File: src/rtl/update_dispatcher.sv
// rtl/update_dispatcher.sv - queues edge updates and hands them one at a time to a graph container
//
// Purpose: an update FIFO (DEPTH entries of {src,dst,e}) feeding a small
// dispatch FSM. Each update is popped into the u_* registers and then
// announced with a one-cycle container_reset pulse. The FSM waits for
// container_done before taking the next entry.
//
// Ports:
//   clk, reset                      clock and synchronous active-high reset
//   in_valid/in_ready               push handshake for one update
//   in_src, in_dst, in_e            update fields (in_e passed through untouched)
//   container_reset                 one-cycle start pulse to the container
//   u_src, u_dst, u_e               update presented to the container
//   container_done                  level from the container, stale until the next start
//   busy                            an update is in flight
//   level                           FIFO occupancy
//   update_count                    completed updates, wraps at 16 bits
//   timeout                         sticky watchdog flag (WATCHDOG_EN builds only)
//
// Build option: define WATCHDOG_EN to add a 16-bit WAIT_DONE watchdog and the
// timeout output.

`ifndef PRED_WIDTH
`define PRED_WIDTH 15
`endif
`ifndef WEIGHT_WIDTH
`define WEIGHT_WIDTH 15
`endif

module update_dispatcher #(
  parameter int DEPTH = 8
) (
  input  logic                     clk,
  input  logic                     reset,
  input  logic                     in_valid,
  output logic                     in_ready,
  input  logic [`PRED_WIDTH:0]     in_src,
  input  logic [`PRED_WIDTH:0]     in_dst,
  input  logic [`WEIGHT_WIDTH:0]   in_e,
  output logic                     container_reset,
  output logic [`PRED_WIDTH:0]     u_src,
  output logic [`PRED_WIDTH:0]     u_dst,
  output logic [`WEIGHT_WIDTH:0]   u_e,
  input  logic                     container_done,
  output logic                     busy,
  output logic [$clog2(DEPTH):0]   level,
  output logic [15:0]              update_count
`ifdef WATCHDOG_EN
  ,
  output logic                     timeout
`endif
);

  localparam int AW = $clog2(DEPTH);
  localparam int PW = `PRED_WIDTH + 1;
  localparam int WW = `WEIGHT_WIDTH + 1;

  localparam logic [AW:0] LVL_ONE  = (AW+1)'(1);
  localparam logic [AW:0] LVL_FULL = (AW+1)'(DEPTH);

  localparam logic [2:0] S_IDLE   = 3'd0;
  localparam logic [2:0] S_LOAD   = 3'd1;
  localparam logic [2:0] S_START  = 3'd2;
  localparam logic [2:0] S_SETTLE = 3'd3;
  localparam logic [2:0] S_WAIT   = 3'd4;

  logic [2:0]    state;
  logic [PW-1:0] src_mem [DEPTH];
  logic [PW-1:0] dst_mem [DEPTH];
  logic [WW-1:0] e_mem   [DEPTH];
  logic [AW-1:0] wr_ptr;
  logic [AW-1:0] rd_ptr;
  logic          push;
  logic          pop;

  assign in_ready        = (level != LVL_FULL);
  assign push            = in_valid && in_ready;
  // LOAD is only entered with level != 0, so the pop never underflows.
  assign pop             = (state == S_LOAD);
  assign busy            = (state != S_IDLE);
  assign container_reset = (state == S_START);

  // Storage needs no reset; only the pointers and occupancy define contents.
  always_ff @(posedge clk) begin
    if (push) begin
      src_mem[wr_ptr] <= in_src;
      dst_mem[wr_ptr] <= in_dst;
      e_mem[wr_ptr]   <= in_e;
    end
  end

  // Pointers wrap naturally because DEPTH is a power of two.
  always_ff @(posedge clk) begin
    if (reset) begin
      wr_ptr <= '0;
      rd_ptr <= '0;
      level  <= '0;
    end else begin
      if (push) wr_ptr <= wr_ptr + 1'b1;
      if (pop)  rd_ptr <= rd_ptr + 1'b1;
      if (push && !pop)
        level <= level + LVL_ONE;
      else if (pop && !push)
        level <= level - LVL_ONE;
    end
  end

`ifdef WATCHDOG_EN
  logic [15:0] wd_cnt;
`endif

  always_ff @(posedge clk) begin
    if (reset) begin
      state        <= S_IDLE;
      u_src        <= '0;
      u_dst        <= '0;
      u_e          <= '0;
      update_count <= '0;
`ifdef WATCHDOG_EN
      wd_cnt       <= '0;
      timeout      <= 1'b0;
`endif
    end else begin
      case (state)
        S_IDLE: begin
          if (level != '0) state <= S_LOAD;
        end
        S_LOAD: begin
          u_src <= src_mem[rd_ptr];
          u_dst <= dst_mem[rd_ptr];
          u_e   <= e_mem[rd_ptr];
          state <= S_START;
        end
        S_START: begin
          state <= S_SETTLE;
        end
        // container_done here still reflects the previous update, so it is
        // deliberately not looked at.
        S_SETTLE: begin
          state <= S_WAIT;
`ifdef WATCHDOG_EN
          wd_cnt <= '0;
`endif
        end
        S_WAIT: begin
          if (container_done) begin
            state        <= S_IDLE;
            update_count <= update_count + 16'd1;
          end
`ifdef WATCHDOG_EN
          else if (wd_cnt == 16'hFFFF) begin
            state   <= S_IDLE;
            timeout <= 1'b1;
          end else begin
            wd_cnt <= wd_cnt + 16'd1;
          end
`endif
        end
        default: state <= S_IDLE;
      endcase
    end
  end

endmodule

File: config.mk
export PLATFORM = sky130hd
export DESIGN_NAME = update_dispatcher
export DESIGN_NICKNAME = d
export VERILOG_FILES = /design/src/rtl/update_dispatcher.sv
export SDC_FILE = /design/constraint.sdc
export NUM_CORES = 1
export LEC_CHECK = 0
export CAP_MARGIN = 20
export CORE_ASPECT_RATIO = 0.9
export CORE_MARGIN = 2
export CORE_UTILIZATION = 30
export CTS_CLUSTER_SIZE = 30
export DETAILED_ROUTE_END_ITERATION = 10
export PLACE_DENSITY_LB_ADDON = 0.2
export SYNTH_ARGS = -nofsm -noshare
export SYNTH_HDL_FRONTEND = slang
export SYNTH_SLANG_ARGS = --single-unit
File: constraint.sdc
create_clock -name clk -period 12 [get_ports clk]
set_input_delay 2.4 -clock clk [delete_from_list [all_inputs] [get_ports clk]]
set_output_delay 2.4 -clock clk [all_outputs]
set_load 0.02 [all_outputs]
# Word level (Yosys, flattened, before mapping)
# Memory sizes are Yosys's and may differ from the RTL's. A register that Yosys moved wholly into a read port is not among the register bits.
# Cells that the tools add are included.
[word_totals]
register_bits = 29
n_memories = 3
output_inout_bits = 71
word_cells = 38
ramBits = 384
[memory_table]
columns = ["memory", "depth", "word_bits", "rd", "rd_clocked_by_memory_dff", "wr", "line", "rtl"]
rows = [
  ["dst_mem", 8, 16, 1, 1, 1, "69", "logic [PW-1:0] dst_mem [DEPTH];"],
  ["e_mem", 8, 16, 1, 1, 1, "70", "logic [WW-1:0] e_mem [DEPTH];"],
  ["src_mem", 8, 16, 1, 1, 1, "68", "logic [PW-1:0] src_mem [DEPTH];"],
]
[op_classes]
mux = 7
reduce_logical = 11
n_addsub = 5
n_eq_ne = 7
[ops]
columns = ["operator", "n"]
rows = [
  ["$add A16 B1 Y16 const B", 1],
  ["$pmux W3 S5", 1],
  ["$mux W4", 2],
  ["$add A3 B1 Y3 const B", 2],
  ["$eq A3 B2 Y1 const B", 2],
  ["$mux W3", 2],
  ["$add A4 B1 Y4 const B", 1],
  ["$ne A2 B2 Y1 const B", 2],
  ["$ne A4 B4 Y1 const B", 1],
  ["$reduce_and A2 Y1", 2],
  ["$reduce_bool A4 Y1", 1],
  ["$sub A4 B1 Y4 const B", 1],
  ["$eq A3 B1 Y1 const B", 1],
  ["$eq A3 B3 Y1 const B", 1],
  ["$logic_and A1 B1 Y1", 3],
  ["$logic_not A3 Y1", 1],
  ["$reduce_bool A3 Y1", 1],
  ["$logic_not A1 Y1", 2],
  ["$mux W1", 2],
  ["$reduce_bool A2 Y1", 1],
]

# Longest topological paths before layout
# Gate-level depths: netlist of the first run.
[logic_depth]
word_depth = 6
ltp_mapped = 11

# Worst setup path after synthesis of the first run
# No wires, ideal clock.
[synth_path]
kind = "input-to-reg"
start = "in in_valid"
end = "mem dst_mem[0][0] (netlist bit) (enable)"
t_arrival_ns = 7.124
t_required_ns = 11.427
setup_slack_ns = 4.304
stages = 2
cell_sequence = "nand2_1 -> nor4_1"
[synth_via]
elab_chain_len = 3
[synth_rtl]
columns = ["element", "line", "rtl"]
rows = [
  ["from (decl)", "35", "input logic in_valid,"],
  ["$logic_and A1 B1 Y1", "77", "assign push = in_valid && in_ready;"],
  ["$mux W1", "85", "if (push) begin"],
  ["$mux W1 (implied by the code)", "87", "dst_mem[wr_ptr] <= in_dst;"],
  ["to (decl)", "69", ""],
]
# No other way between the ends.

# Final worst setup path of the first run
[layout_path]
start = "reg level[0]"
end = "out in_ready"
[layout_via]
elab_chain_len = 1
[layout_rtl]
columns = ["element", "line", "rtl"]
rows = [
  ["from (decl)", "46", "output logic [$clog2(DEPTH):0] level,"],
  ["from (signal assigned)", "102", "level <= level + LVL_ONE;"],
  ["from (signal assigned)", "104", "level <= level - LVL_ONE;"],
  ["$ne A4 B4 Y1", "76", "assign in_ready = (level != LVL_FULL);"],
  ["to (decl)", "36", "output logic in_ready,"],
]
# No other way between the ends.

==> impl_metrics.toml, run 1 <==
[outcome]
status = "finished clean"

[timing]
fin_setup_tns_ns = 0
worst_pin_slew_ns = 0.965
fmax_mhz = 218
slew_headroom_pct = 35.7
setup_violations = 0
finalClockSkew_ns = 0.0130
finalHoldViolCount = 0
finalCriticalPeriod_ns = 4.58
grt_setup_unrepaired = "no"
finalCritPeriodShare_pct = 38.2
hold_ws_ns = 0.484
maxSlewViolCount = 0

[clock_network]
ctsResizeCount = 0
cts_setup_buffers = 0
clk_pin_slew_ns = 0.06
cts_tree = "yes"
htreeDepth = 2
cts_made_buffers = 51
cts_buffer_depth = 3
postCtsHoldBufs = 0
cts.sinks = 461
cts_root_buffer = "clkbuf_16"
clk_latency_ns = 0.58

[final_layout]
area_delta_synth_final_pct = 22.6
fin_area_mm2 = 0.0209
layout.nets = 1077
layout-drive-gt1-share_pct = 19.0

[power]
p_per_area_mw_per_mm2 = 221
p_leak_uw = 0.00651
ir_worst_vdd_mv = 0.102

[route]
vias_per_cell = 4.64
via_count = 8429
dr.pass1.iters = 6
ant_nets = 0
drc = 0
drt_iter0_markers = 626
avgRoutedWirePerCell_um = 20.4
wirelength_mm = 37.2

[setup_path]
worstPathRequired_ns = 9.60
worstSetupPathType = "reg2out"
critPathArrivalTime_ns = 2.18
crit_path_start_kind = "register"
regToRegSetupSlack_ns = 9.02
reg2reg_from = "level[0]"
end_kind = "output pin"
path_max_fanout = 6
r2r_end = "level[3]"
rr_worst_depth = 10

[synth]
synth_top_family_by_area = "multiplexers"
synth_edf_count = 384
yosys-top-cells-area = "edfxtp_1 (68%), mux4_2 (13%), dfxtp_1 (9.1%)"
yosysSeqAreaShare_pct = 76.8
yosys.area_share.simple_pct = 4.89
yosys_warnings = 0
syn_inst = 881
synth_top_area_share_pct = 67.7
ys_ff_latch = 461
netlist.top_cell.by_area = "edfxtp_1"
postSynthNetCount = 940
async_reset_ff_share_pct = 0
synth_compound_area_share_pct = 2.51
synth.most_common_cell = "edfxtp_1"
synthAdderAreaFrac_pct = 0.558
synthesis.area_mm2 = 0.0170
ys.flop_type = "edfxtp_1"
yosys.cell_types.count = 43
synth-xor-area-share_pct = 0.720
synth_commonest_cells = "edfxtp_1 (384), mux4_2 (96), dfxtp_1 (77)"
synth.area.mux_share_pct = 12.9
syn_area_per_cell_um2 = 19.3

[placed_design]
portBuffers = 122
dpl-instance-area_mm2 = 0.0191
gp_congestion = 0.673
dp_hpwl_mm = 19.8

[global_routing]
antenna_found_initial = 4
grt_pass1_vias = 8896
grt_pass1_wl_mm = 55.7
grt_max_degree = 79
grt_use_total_pct = 12.7
overflow = 0

[min_path]
holdPathStages = 2
worstHoldStart = "update_count[15]"
min_path_type = "reg2reg"
min_to = "update_count[15]"

[run]
drv_cap = 0

[die]
fp.dieH_um = 230
rows = 82
start_util_pct = 30.4
die_w_um = 255
io_pins = 123
core_area_mm2 = 0.0559
dieArea_mm2 = 0.0587
[worst max-delay path: stages (launching register included)]
cell and delay, ns:
dfxtp_1 0.37, or4b_1 0.65, clkdlybuf4s50_1 0.59
[cell families (layout without fill, tap and decap cells)]
logic type / after synthesis / count (layout)
multiplexers: 100 / 100
other: 0 / 2
AND/OR/NAND/NOR: 175 / 175
adder cells (fa/ha/maj): 7 / 7
buffers and inverters: 55 / 233
XOR/XNOR: 14 / 14
AO/OA/AOI/OAI: 69 / 69
flip-flops: 461 / 461
[where the power goes]
part / leakage, uW / total, uW / switching [uW] / internal, uW
Sequential: 0.00412 / 2000 / 107 / 1890
Combinational: 0.00153 / 988 / 513 / 475
Clock: 0.000857 / 1620 / 616 / 1000
[stage by stage]
step           total power [uW]  std cells  utilization, %  setup WS (ns)
4_1_cts                    4690       1815            37.3           7.37
2_1_floorplan              2680        881               -           4.30
3_5_place_dp               3050       1721            34.2           7.25
5_1_grt                    4830       1815            37.3           7.35
3_3_place_gp               3040       1721            34.2           7.24
6_report                   4610       1817            37.3           7.42
[cells in the final DEF (no fill, tap or decap), drive strengths merged, types with 2 or more instances in the layout]
master	count
ha	6
clkinvlp	2
nand2	10
nand2b	3
clkinv	24
and3	2
and4	2
or4	3
or3	4
clkdlybuf4s50	121
or4b	2
nor3b	2
edfxtp	384
dfxtp	77
nor2	74
mux2i	3
a21oi	10
clkbuf	59
mux4	96
xor2	11
diode	2
bufinv	9
nand4	4
nand3	10
o22ai	48
nor3	54
o31ai	3
buf	14
inv	4
o21ai	3
xnor2	3
[worst max path at each step]
stage	endpoint	slack [ns]	startpoint
6_report	in_ready	7.42	level[0]
3_5_place_dp	level[3]	7.25	in_valid
3_3_place_gp	level[3]	7.24	in_valid
2_1_floorplan	dst_mem[0][0]	4.30	in_valid
5_1_grt	in_ready	7.35	level[0]
4_1_cts	in_ready	7.37	level[0]
[area by class of cell]
| cell class | instances | area [um^2] |
|---|---|---|
| fill | 5120 | 35000 |
| sequential | 461 | 13100 |
| multi-input combinational | 365 | 3750 |
| clock buffer | 59 | 1370 |
| timing repair buffer | 135 | 1320 |
| tap | 756 | 946 |
| clock inverter | 35 | 393 |
| inverter | 4 | 15.0 |
| antenna | 2 | 5.00 |
[per-layer routing]
layer / share of wire (%) / vias to the layer above / GRT usage (%)
met5: 0.10 / - / 0
met1: 45 / 4364 / 16.8
met4: 1.8 / 6 / 3.13
met3: 5.0 / 59 / 3.33
met2: 48 / 162 / 20.7
li1: - / 3838 / -
[state kept, by name (all words and copies together), names as in the netlist]
name	flops
wr_ptr	3
e_mem	128
level	4
state	3
src_mem	128
update_count	16
u_src	16
rd_ptr	3
u_e	16
u_dst	16
dst_mem	128
(Power assumes the default switching activity.)
==> run 2, diff against run 1 <==
==> constraint.sdc (replaced) <==
create_clock -name clk -period 4.1 [get_ports clk]
set_input_delay 0.82 -clock clk [delete_from_list [all_inputs] [get_ports clk]]
set_output_delay 0.82 -clock clk [all_outputs]
set_load 0.02 [all_outputs]
==> impl_metrics.toml, run 2 (synthesized netlist as in run 1, its figures left out) <==
[power]
p_leak_uw = 0.00645
p_seq_share_pct = 44.7
ir_worst_vdd_mv = 0.304
power_frac_comb_pct = 22.8
p_sw_uw = 3700
p_per_area_mw_per_mm2 = 628
p_int_uw = 9390
power_frac_clock_pct = 32.4
netSwitchingFraction_pct = 28.3

[route]
dr.pass1.iters = 4
wirelength_mm = 38.1
drt_iter0_markers = 476
ant_nets = 0
drc = 0
via_count = 8557
avgRoutedWirePerCell_um = 20.9
vias_per_cell = 4.70

[clock_network]
cts_setup_buffers = 0
cts_root_buffer = "clkbuf_16"
cts_buffer_depth = 3
ctsResizeCount = 0
cts_made_buffers = 50
postCtsHoldBufs = 0
htreeDepth = 2
clk_latency_ns = 0.59
cts_tree = "yes"
clk_pin_slew_ns = 0.06
cts.sinks = 461

[setup_path]
critPathArrivalTime_ns = 3.50
crit_path_start_kind = "register"
end_kind = "register"
regToRegSetupSlack_ns = 1.08
reg2reg_from = "level[0]"
worstSetupPathType = "reg2reg"
worstPathRequired_ns = 4.58
r2r_end = "level[3]"
rr_worst_depth = 10
path_max_fanout = 7
critical_path.startpoint = "level[0]"

[placed_design]
dp_hpwl_mm = 20.9
dpl-instance-area_mm2 = 0.0193
portBuffers = 122
gp_congestion = 0.714

[final_layout]
area_delta_synth_final_pct = 22.4
layout.nets = 1084
top_regs = "dst_mem (128), e_mem (128), src_mem (128)"
layout-drive-gt1-share_pct = 19.2
mostFrequentLayoutCells = "edfxtp_1 (384), clkdlybuf4s50_1 (121), mux4_2 (96), dfxtp_1 (75), nor2_1 (71)"
fin_area_mm2 = 0.0208
fillers = 5160
diodes = 0
final_common_cell = "edfxtp_1"

[min_path]
holdPathStages = 2
min_to = "update_count[15]"
min_path_type = "reg2reg"
worstHoldStart = "update_count[15]"

[timing]
finalCritPeriodShare_pct = 73.7
finalHoldViolCount = 0
finalCriticalPeriod_ns = 3.02
setup_violations = 0
fmax_mhz = 331
slew_headroom_pct = 33.7
maxSlewViolCount = 0
hold_ws_ns = 0.486
finalClockSkew_ns = 0.0154
worst_pin_slew_ns = 0.994
grt_setup_unrepaired = "no"

[global_routing]
overflow = 0
grt_pass1_vias = 8964
grt_use_total_pct = 13.2
grt_pass1_wl_mm = 57.9
grt_max_degree = 79
antenna_found_initial = 0

[run]
drv_cap = 0

[die]
fp.dieH_um = 230
rows = 82
io_pins = 123
die_w_um = 255
core_area_mm2 = 0.0559
dieArea_mm2 = 0.0587
start_util_pct = 30.4

[outcome]
status = "finished clean"
## run 2: stage by stage
step / util, % / TNS, ns / cells / worst slack [ns] / total power (uW)
after floorplan: - / -155.87 / 881 / -0.998 / 7850
after global placement: 34.5 / 0 / 1729 / 0.850 / 9020
after detailed placement: 34.5 / 0 / 1729 / 0.804 / 9030
after CTS: 37.3 / 0 / 1822 / 1.05 / 13400
after global routing: 37.3 / 0 / 1822 / 0.855 / 13800
final: 37.3 / 0 / 1822 / 1.08 / 13100
## run 2: power groups by stage
| stage | logic (uW) | registers [uW] | clock network, uW |
|---|---|---|---|
| 2_1_floorplan | 1780 | 6070 | 0 |
| 3_3_place_gp | 3060 | 5960 | 0 |
| 3_5_place_dp | 3060 | 5970 | 0 |
| 4_1_cts | 3080 | 5870 | 4410 |
| 5_1_grt | 3240 | 5930 | 4590 |
| 6_report | 2990 | 5850 | 4250 |
## run 2: worst max path at each step
stage                    end  slack (ns)  cells after the start
6_report            level[3]        1.08                     10
5_1_grt             level[3]        0.85                     10
4_1_cts             in_ready        1.05                      2
3_5_place_dp        level[3]        0.80                     10
3_3_place_gp        level[3]        0.85                     10
2_1_floorplan  dst_mem[2][0]        -1.0                      4
## run 2: cell type report
class | instances | area (um^2) | share of cell area, %
flip-flops and latches | 461 | 13100 | 62.8
multi-input cells | 365 | 3760 | 18.0
repair buffers | 143 | 1490 | 7.15
clock buffers | 66 | 1360 | 6.54
well taps | 756 | 946 | 4.54
clock inverters | 27 | 188 | 0.901
inverters | 4 | 15.0 | 0.0721
## run 2: layer usage
metal / share of wire, % / wire (um) / track usage, %
met1: 46 / 17500 / 18.5
met2: 48 / 18200 / 21.1
met3: 4.4 / 1670 / 2.39
met4: 1.9 / 717 / 3.80
met5: 0 / 0 / 0
## run 2: worst max-delay path, stage by stage (launching register included)
cell	delay (ns)
dfxtp_1	0.38
or4b_1	0.63
nand2_1	0.33
inv_1	0.09
ha_1	0.22
inv_1	0.13
ha_1	0.28
a21oi_1	0.20
a211oi_1	0.10
a31oi_1	0.20
mux2_2	0.35
